File: src/rtl/count_ctrl_pkg.sv
// Shared definitions for the counter enable sequencer: state encoding and default widths.
package count_ctrl_pkg;

  localparam int unsigned DIV_W_DEF   = 16;
  localparam int unsigned BURST_W_DEF = 8;

  typedef enum logic [1:0] {
    IDLE  = 2'd0,
    RUN   = 2'd1,
    BURST = 2'd2,
    STEP  = 2'd3
  } state_e;

  // Prescaler only advances while a run or burst is active.
  function automatic logic is_counting(input state_e s);
    return (s == RUN) || (s == BURST);
  endfunction

endpackage

File: src/rtl/count_ctrl_tick_prescaler.sv
// Free-running divide-by-(div+1) counter; terminal-count strobe marks the enable edges.
module tick_prescaler
  import count_ctrl_pkg::*;
#(
  parameter int unsigned DIV_W = DIV_W_DEF
) (
  input  logic             clk,
  input  logic             reset_n,
  input  logic             clear_i,
  input  logic             run_i,
  input  logic [DIV_W-1:0] div_i,
  output logic             tc_c_o
);

  logic [DIV_W-1:0] cnt_q;
  logic [DIV_W-1:0] cnt_d;

  assign tc_c_o = run_i && !clear_i && (cnt_q == div_i);

  always_comb begin
    cnt_d = cnt_q;
    if (clear_i) begin
      cnt_d = '0;
    end else if (run_i) begin
      cnt_d = tc_c_o ? '0 : cnt_q + DIV_W'(1);
    end
  end

  always_ff @(posedge clk or negedge reset_n) begin
    if (!reset_n) begin
      cnt_q <= '0;
    end else begin
      cnt_q <= cnt_d;
    end
  end

endmodule

File: src/rtl/count_ctrl.sv
// Enable sequencer for the downstream 8-bit counter: prescaled run, N-pulse burst and single step.
module count_ctrl
  import count_ctrl_pkg::*;
#(
  parameter int unsigned DIV_W   = DIV_W_DEF,
  parameter int unsigned BURST_W = BURST_W_DEF
) (
  input  logic               clk,
  input  logic               reset_n,
  input  logic               start,
  input  logic               stop,
  input  logic               step,
  input  logic [DIV_W-1:0]   cfg_div,
  input  logic [BURST_W-1:0] cfg_burst,
  output logic               enable,
  output logic               busy,
  output logic               done,
  output logic               aborted,
  output logic [BURST_W-1:0] remaining
);

  state_e             state_q, state_d;
  logic [DIV_W-1:0]   div_q, div_d;
  logic [BURST_W-1:0] rem_q, rem_d;
  logic               en_q, en_d;
  logic               done_q, done_d;
  logic               abort_q, abort_d;
  // Set on the edge issuing the final burst/step enable; becomes done one cycle later.
  logic               last_q, last_d;
  logic               counting_c;
  logic               tick_c;

  assign counting_c = is_counting(state_q);

  tick_prescaler #(
    .DIV_W (DIV_W)
  ) u_presc (
    .clk     (clk),
    .reset_n (reset_n),
    .clear_i (!counting_c),
    .run_i   (counting_c),
    .div_i   (div_q),
    .tc_c_o  (tick_c)
  );

  // Next-state and output decode; stop outranks start, start outranks step.
  always_comb begin
    state_d = state_q;
    div_d   = div_q;
    rem_d   = rem_q;
    en_d    = 1'b0;
    done_d  = last_q;
    abort_d = 1'b0;
    last_d  = 1'b0;
    case (state_q)
      IDLE: begin
        if (!stop) begin
          if (start) begin
            div_d = cfg_div;
            if (cfg_burst == '0) begin
              state_d = RUN;
            end else begin
              state_d = BURST;
              rem_d   = cfg_burst;
            end
          end else if (step) begin
            state_d = STEP;
          end
        end
      end
      RUN: begin
        if (stop) begin
          state_d = IDLE;
          abort_d = 1'b1;
        end else begin
          en_d = tick_c;
        end
      end
      BURST: begin
        if (stop) begin
          state_d = IDLE;
          abort_d = 1'b1;
          rem_d   = '0;
        end else if (tick_c) begin
          en_d  = 1'b1;
          rem_d = rem_q - BURST_W'(1);
          if (rem_q == BURST_W'(1)) begin
            state_d = IDLE;
            last_d  = 1'b1;
          end
        end
      end
      STEP: begin
        state_d = IDLE;
        if (stop) begin
          abort_d = 1'b1;
        end else begin
          en_d   = 1'b1;
          last_d = 1'b1;
        end
      end
      default: begin
        state_d = IDLE;
      end
    endcase
  end

  always_ff @(posedge clk or negedge reset_n) begin
    if (!reset_n) begin
      state_q <= IDLE;
      div_q   <= '0;
      rem_q   <= '0;
      en_q    <= 1'b0;
      done_q  <= 1'b0;
      abort_q <= 1'b0;
      last_q  <= 1'b0;
    end else begin
      state_q <= state_d;
      div_q   <= div_d;
      rem_q   <= rem_d;
      en_q    <= en_d;
      done_q  <= done_d;
      abort_q <= abort_d;
      last_q  <= last_d;
    end
  end

  assign enable    = en_q;
  assign busy      = (state_q != IDLE);
  assign done      = done_q;
  assign aborted   = abort_q;
  assign remaining = rem_q;

endmodule
File: config.mk
export PLATFORM = sky130hd
export DESIGN_NAME = count_ctrl
export DESIGN_NICKNAME = d
export VERILOG_FILES = /design/src/rtl/count_ctrl_pkg.sv /design/src/rtl/count_ctrl_tick_prescaler.sv /design/src/rtl/count_ctrl.sv
export SDC_FILE = /design/constraint.sdc
export NUM_CORES = 1
export LEC_CHECK = 0
export ABC_AREA = 1
export CORE_MARGIN = 4
export CORE_UTILIZATION = 40
export DETAILED_ROUTE_END_ITERATION = 8
export SYNTH_ARGS = -nofsm -noshare
export SYNTH_HDL_FRONTEND = slang
export SYNTH_SLANG_ARGS = --single-unit
File: constraint.sdc
create_clock -name clk -period 1.8 [get_ports clk]
set_input_delay 0.36 -clock clk [delete_from_list [all_inputs] [get_ports clk]]
set_output_delay 0.36 -clock clk [all_outputs]
set_load 0.02 [all_outputs]
==> flow_summary.html <==
<table>
<tr><th>Metric</th><th>Value</th></tr>
<tr><th colspan="2">Die</th></tr>
<tr><td>Die extent in y</td><td>90.1 um</td></tr>
<tr><td>Starting Density</td><td>41.7%</td></tr>
<tr><td>Area of the core</td><td>6460 sq um</td></tr>
<tr><td>Number of I/O pins</td><td>41</td></tr>
<tr><td>Core Rows</td><td>29</td></tr>
<tr><td>Area of the die</td><td>8120 sq um</td></tr>
<tr><td>Die W</td><td>90.1 um</td></tr>
<tr><th colspan="2">Power</th></tr>
<tr><td>Share of power burned in registers</td><td>35.0%</td></tr>
<tr><td>Switching power total</td><td>1.83 mW</td></tr>
<tr><td>Cell internal power dissipation</td><td>2.68 mW</td></tr>
<tr><td>Peak VDD IR</td><td>0.648 mV</td></tr>
<tr><td>Switching share of total power</td><td>40.5%</td></tr>
<tr><td>Share of total power in the clock network</td><td>17.4%</td></tr>
<tr><td>Logic gate share of total power</td><td>47.6%</td></tr>
<tr><td>P per Cell Area</td><td>1290 nW/um^2</td></tr>
<tr><td>Leakage power of the design</td><td>1.80 nW</td></tr>
<tr><td>Total chip power</td><td>4.51 mW</td></tr>
<tr><th colspan="2">Logic synthesis</th></tr>
<tr><td>Simple logic cell fraction of the synthesized area</td><td>31.4%</td></tr>
<tr><td>Post-synth cell types</td><td>28</td></tr>
<tr><td>Share of synthesized area occupied by flip-flops and latches</td><td>42.7%</td></tr>
<tr><td>Register bit total from synthesis</td><td>46</td></tr>
<tr><td>Ys Warns</td><td>0</td></tr>
<tr><td>Post-synthesis compound-gate area fraction</td><td>7.42%</td></tr>
<tr><td>Combinational family with the most area after synthesis</td><td>simple AND/OR/NAND/NOR gates</td></tr>
<tr><td>Post-Synth XOR/XNOR Area</td><td>2.92%</td></tr>
<tr><td>Area of the mapped netlist</td><td>2700 sq um</td></tr>
<tr><td>Total nets after synthesis</td><td>399</td></tr>
<tr><td>Adder and majority cell fraction of the synthesized area</td><td>3.25%</td></tr>
<tr><td>Share of cell area taken by muxes after synthesis</td><td>1.67%</td></tr>
<tr><td>Synthesized area per cell</td><td>7.43 sq um</td></tr>
<tr><td>Post-Synthesis Cells</td><td>363</td></tr>
<tr><th colspan="2">Place</th></tr>
<tr><td>RePlAce Congestion</td><td>0.902</td></tr>
<tr><td>Number of input and output port buffers inserted</td><td>40</td></tr>
<tr><td>Half-perimeter wire length after placement</td><td>4.85 mm</td></tr>
<tr><th colspan="2">Route</th></tr>
<tr><td>Vias per cell</td><td>4.96</td></tr>
<tr><td>Final antenna-violating net count</td><td>0</td></tr>
<tr><td>Drc violations</td><td>0</td></tr>
<tr><td>Number of vias after detailed routing</td><td>2495</td></tr>
<tr><td>First DRT Iteration DRCs</td><td>94</td></tr>
<tr><td>Final wirelength</td><td>6.37 mm</td></tr>
<tr><td>Drt wl/cell</td><td>12.7 um</td></tr>
<tr><td>Number of detailed-routing iterations run before antenna repair</td><td>4</td></tr>
<tr><th colspan="2">Critical path</th></tr>
<tr><td>Buffers plus inverters on the worst setup path</td><td>1</td></tr>
<tr><td>Cell type group with the largest total delay on the critical path</td><td>buffers and inverters</td></tr>
<tr><td>Sequence of cells on the critical path</td><td>clkdlybuf4s50_1</td></tr>
<tr><td>Data required time at the worst endpoint</td><td>1.44 ns</td></tr>
<tr><td>Number of cell instances on the worst register-to-register path</td><td>10</td></tr>
<tr><td>Launch point of the worst path</td><td>remaining[0]</td></tr>
<tr><td>Crit path capture type</td><td>primary output</td></tr>
<tr><td>Worst R2R Setup Slack</td><td>0.13 ns</td></tr>
<tr><td>RR Endpoint</td><td>u_presc.cnt_q[14]</td></tr>
<tr><td>CP Capture Point</td><td>remaining[0]</td></tr>
<tr><td>Crit path kind</td><td>reg2out</td></tr>
<tr><td>Slowest stage cell, crit path</td><td>sky130_fd_sc_hd__clkdlybuf4s50_1</td></tr>
<tr><td>Critical path launch point type</td><td>flip-flop</td></tr>
<tr><td>Reg2Reg Launch Point</td><td>state_q[0]</td></tr>
<tr><td>CP Max Fanout</td><td>5</td></tr>
<tr><td>Data arrival at the endpoint of the critical path</td><td>1.38 ns</td></tr>
<tr><td>Critical path's largest stage delay</td><td>0.64 ns</td></tr>
<tr><td>Count of cell instances traversed by the critical path</td><td>1</td></tr>
<tr><th colspan="2">Finish</th></tr>
<tr><td>Share of final-layout standard cells stronger than drive strength 1</td><td>13.1%</td></tr>
<tr><td>Layout Area Growth over Synthesis</td><td>29.5%</td></tr>
<tr><td>Antenna diode count</td><td>0</td></tr>
<tr><td>Final layout net count</td><td>461</td></tr>
<tr><th colspan="2">Global routing</th></tr>
<tr><td>Global-route congestion overflow total</td><td>0</td></tr>
<tr><td>Initial antenna violation count</td><td>0</td></tr>
<tr><td>Number of global-route vias before repair</td><td>2388</td></tr>
<tr><td>Global-route wire length before repair</td><td>11.1 mm</td></tr>
<tr><td>GRT Resource Usage Total</td><td>16.6%</td></tr>
<tr><td>Maximum number of pins on one net before global-route repair</td><td>21</td></tr>
<tr><th colspan="2">Clocking</th></tr>
<tr><td>Worst skew pair latency</td><td>0.30 ns</td></tr>
<tr><td>Number of buffers inserted during clock tree synthesis</td><td>5</td></tr>
<tr><td>Clk root buf</td><td>sky130_fd_sc_hd__clkbuf_8</td></tr>
<tr><td>Clock tree from TritonCTS</td><td>yes</td></tr>
<tr><td>H-Tree Depth</td><td>2</td></tr>
<tr><td>Longest Clk Path Bufs</td><td>2</td></tr>
<tr><td>CTS clock-pin slew for the worst setup and hold paths</td><td>0.09 ns</td></tr>
<tr><td>Clk sink count</td><td>46</td></tr>
<tr><th colspan="2">STA</th></tr>
<tr><td>Pins over their slew limit</td><td>0</td></tr>
<tr><td>Final number of setup-violating endpoints</td><td>0</td></tr>
<tr><td>Summed negative setup slack over all endpoints</td><td>0 ns</td></tr>
<tr><td>Worst hold slack</td><td>0.0128 ns</td></tr>
<tr><td>Final critical path time including I/O delays and setup</td><td>1.74 ns</td></tr>
<tr><td>Final hold violation count</td><td>0</td></tr>
<tr><td>Fmax</td><td>576 MHz</td></tr>
<tr><td>Part of the cycle the worst path needs</td><td>96.4%</td></tr>
<tr><td>RSZ-0062 raised after global routing</td><td>true</td></tr>
<tr><td>Worst slew margin</td><td>66.3%</td></tr>
<tr><td>Post-route clock skew</td><td>0.0106 ns</td></tr>
<tr><td>Worst Max-Slew Pin Slew</td><td>0.506 ns</td></tr>
<tr><th colspan="2">Hold path</th></tr>
<tr><td>Type of the most critical hold path</td><td>in2async</td></tr>
<tr><th colspan="2">Run status</th></tr>
<tr><td>Outcome</td><td>finished clean</td></tr>
<tr><th colspan="2">Job</th></tr>
<tr><td>Number of max-cap violations</td><td>0</td></tr>
</table>
-- routing by layer --
metal / track usage (%) / wire (um)
met5: 0 / 0
met4: 4.34 / 64
met3: 3.84 / 358
met2: 25.6 / 2900
met1: 23.4 / 3040
-- synth_stat cells, drive strengths merged --
master	count	area (sq um)
nand2	86	333
inv	66	248
dfrtp	46	1150
nor2	45	186
nand3	31	168
nand4	18	113
a21oi	16	80.1
o21ai	13	65.1
buf	7	38.8
ha	7	87.6
nor3	5	25.0
xor2	5	43.8
mux2	4	45.0
o22ai	4	31.3
xnor2	4	35.0
nand3b	3	22.5
a21o	1	7.51
o21bai	1	7.51
o32ai	1	8.76
-- layout by cell type (no fill, tap or decap), types with 2 or more instances in the layout --
cell	synthesis	routed
sky130_fd_sc_hd__dfrtp_1	46	46
sky130_fd_sc_hd__inv_2	5	7
sky130_fd_sc_hd__o22ai_1	3	3
sky130_fd_sc_hd__nand3_1	30	29
sky130_fd_sc_hd__nand4_1	18	18
sky130_fd_sc_hd__mux2_2	4	4
sky130_fd_sc_hd__nand2_2	1	2
sky130_fd_sc_hd__nand3b_1	3	3
sky130_fd_sc_hd__clkbuf_8	0	5
sky130_fd_sc_hd__o21ai_0	13	12
sky130_fd_sc_hd__nor2_2	1	2
sky130_fd_sc_hd__xnor2_1	4	4
sky130_fd_sc_hd__buf_4	0	20
sky130_fd_sc_hd__nor2_4	2	3
sky130_fd_sc_hd__clkdlybuf4s50_1	0	38
sky130_fd_sc_hd__a21oi_1	16	15
sky130_fd_sc_hd__ha_1	7	6
sky130_fd_sc_hd__inv_1	61	59
sky130_fd_sc_hd__nor2_1	42	40
sky130_fd_sc_hd__nand2_1	84	82
sky130_fd_sc_hd__nor3_1	5	5
sky130_fd_sc_hd__xor2_1	5	5
-- what timing repair did --
item,CTS,global route
setup endpoints to repair,9,29
setup buffers,1,3
gates resized for setup,1,14
pin swaps,1,7
hold buffers,0,0
hold endpoints to repair,0,0
-- how the worst min path moves through the flow --
stage	depth (start not counted)	to
3_3_place_gp	0	done
6_report	1	u_presc.cnt_q[12]
2_1_floorplan	0	aborted
3_5_place_dp	0	done
5_1_grt	1	u_presc.cnt_q[12]
4_1_cts	1	u_presc.cnt_q[12]
-- cells by family after synthesis --
kind of cell / Yosys count
AOI/OAI and AO/OA: 36
xor gates and xnor gates: 9
adders and majority gates: 7
buffers and inverters: 73
DFF: 46
muxes: 4
and+or+nand+nor: 188
-- per-stage QoR --
stage                     setup WS [ns]  area, sq um  instances  util (%)
after floorplan                  0.0484         2700        363         -
after global placement          -0.0180         3300        491      51.0
after detailed placement        -0.0275         3300        491      51.0
after CTS                        0.0115         3420        500      52.9
after global routing            -0.0216         3490        503      54.1
final                            0.0650         3490        503      54.1
-- sequential cells by signal (all words and copies together), names as in the netlist --
| name | cells |
|---|---|
| div_q | 16 |
| u_presc.cnt_q | 16 |
| remaining | 8 |
| state_q | 2 |
| aborted | 1 |
| done | 1 |
| done_d | 1 |
| enable | 1 |
-- power by group through the flow --
stage	Combinational (mW)	Clock, mW	Sequential (mW)
2_1_floorplan	1.21	0	1.65
3_3_place_gp	2.01	0	1.59
3_5_place_dp	2.02	0	1.60
4_1_cts	2.02	0.812	1.58
5_1_grt	2.43	0.855	1.63
6_report	2.15	0.785	1.58
-- final cells by class --
cell class	count	area (sq um)
clock buffer	5	68.8
clock inverter	3	43.8
fill	626	2970
inverter	66	248
multi-input combinational	244	1310
sequential	46	1150
tap	77	96.3
timing repair buffer	62	576
(Power assumes the default switching activity.)
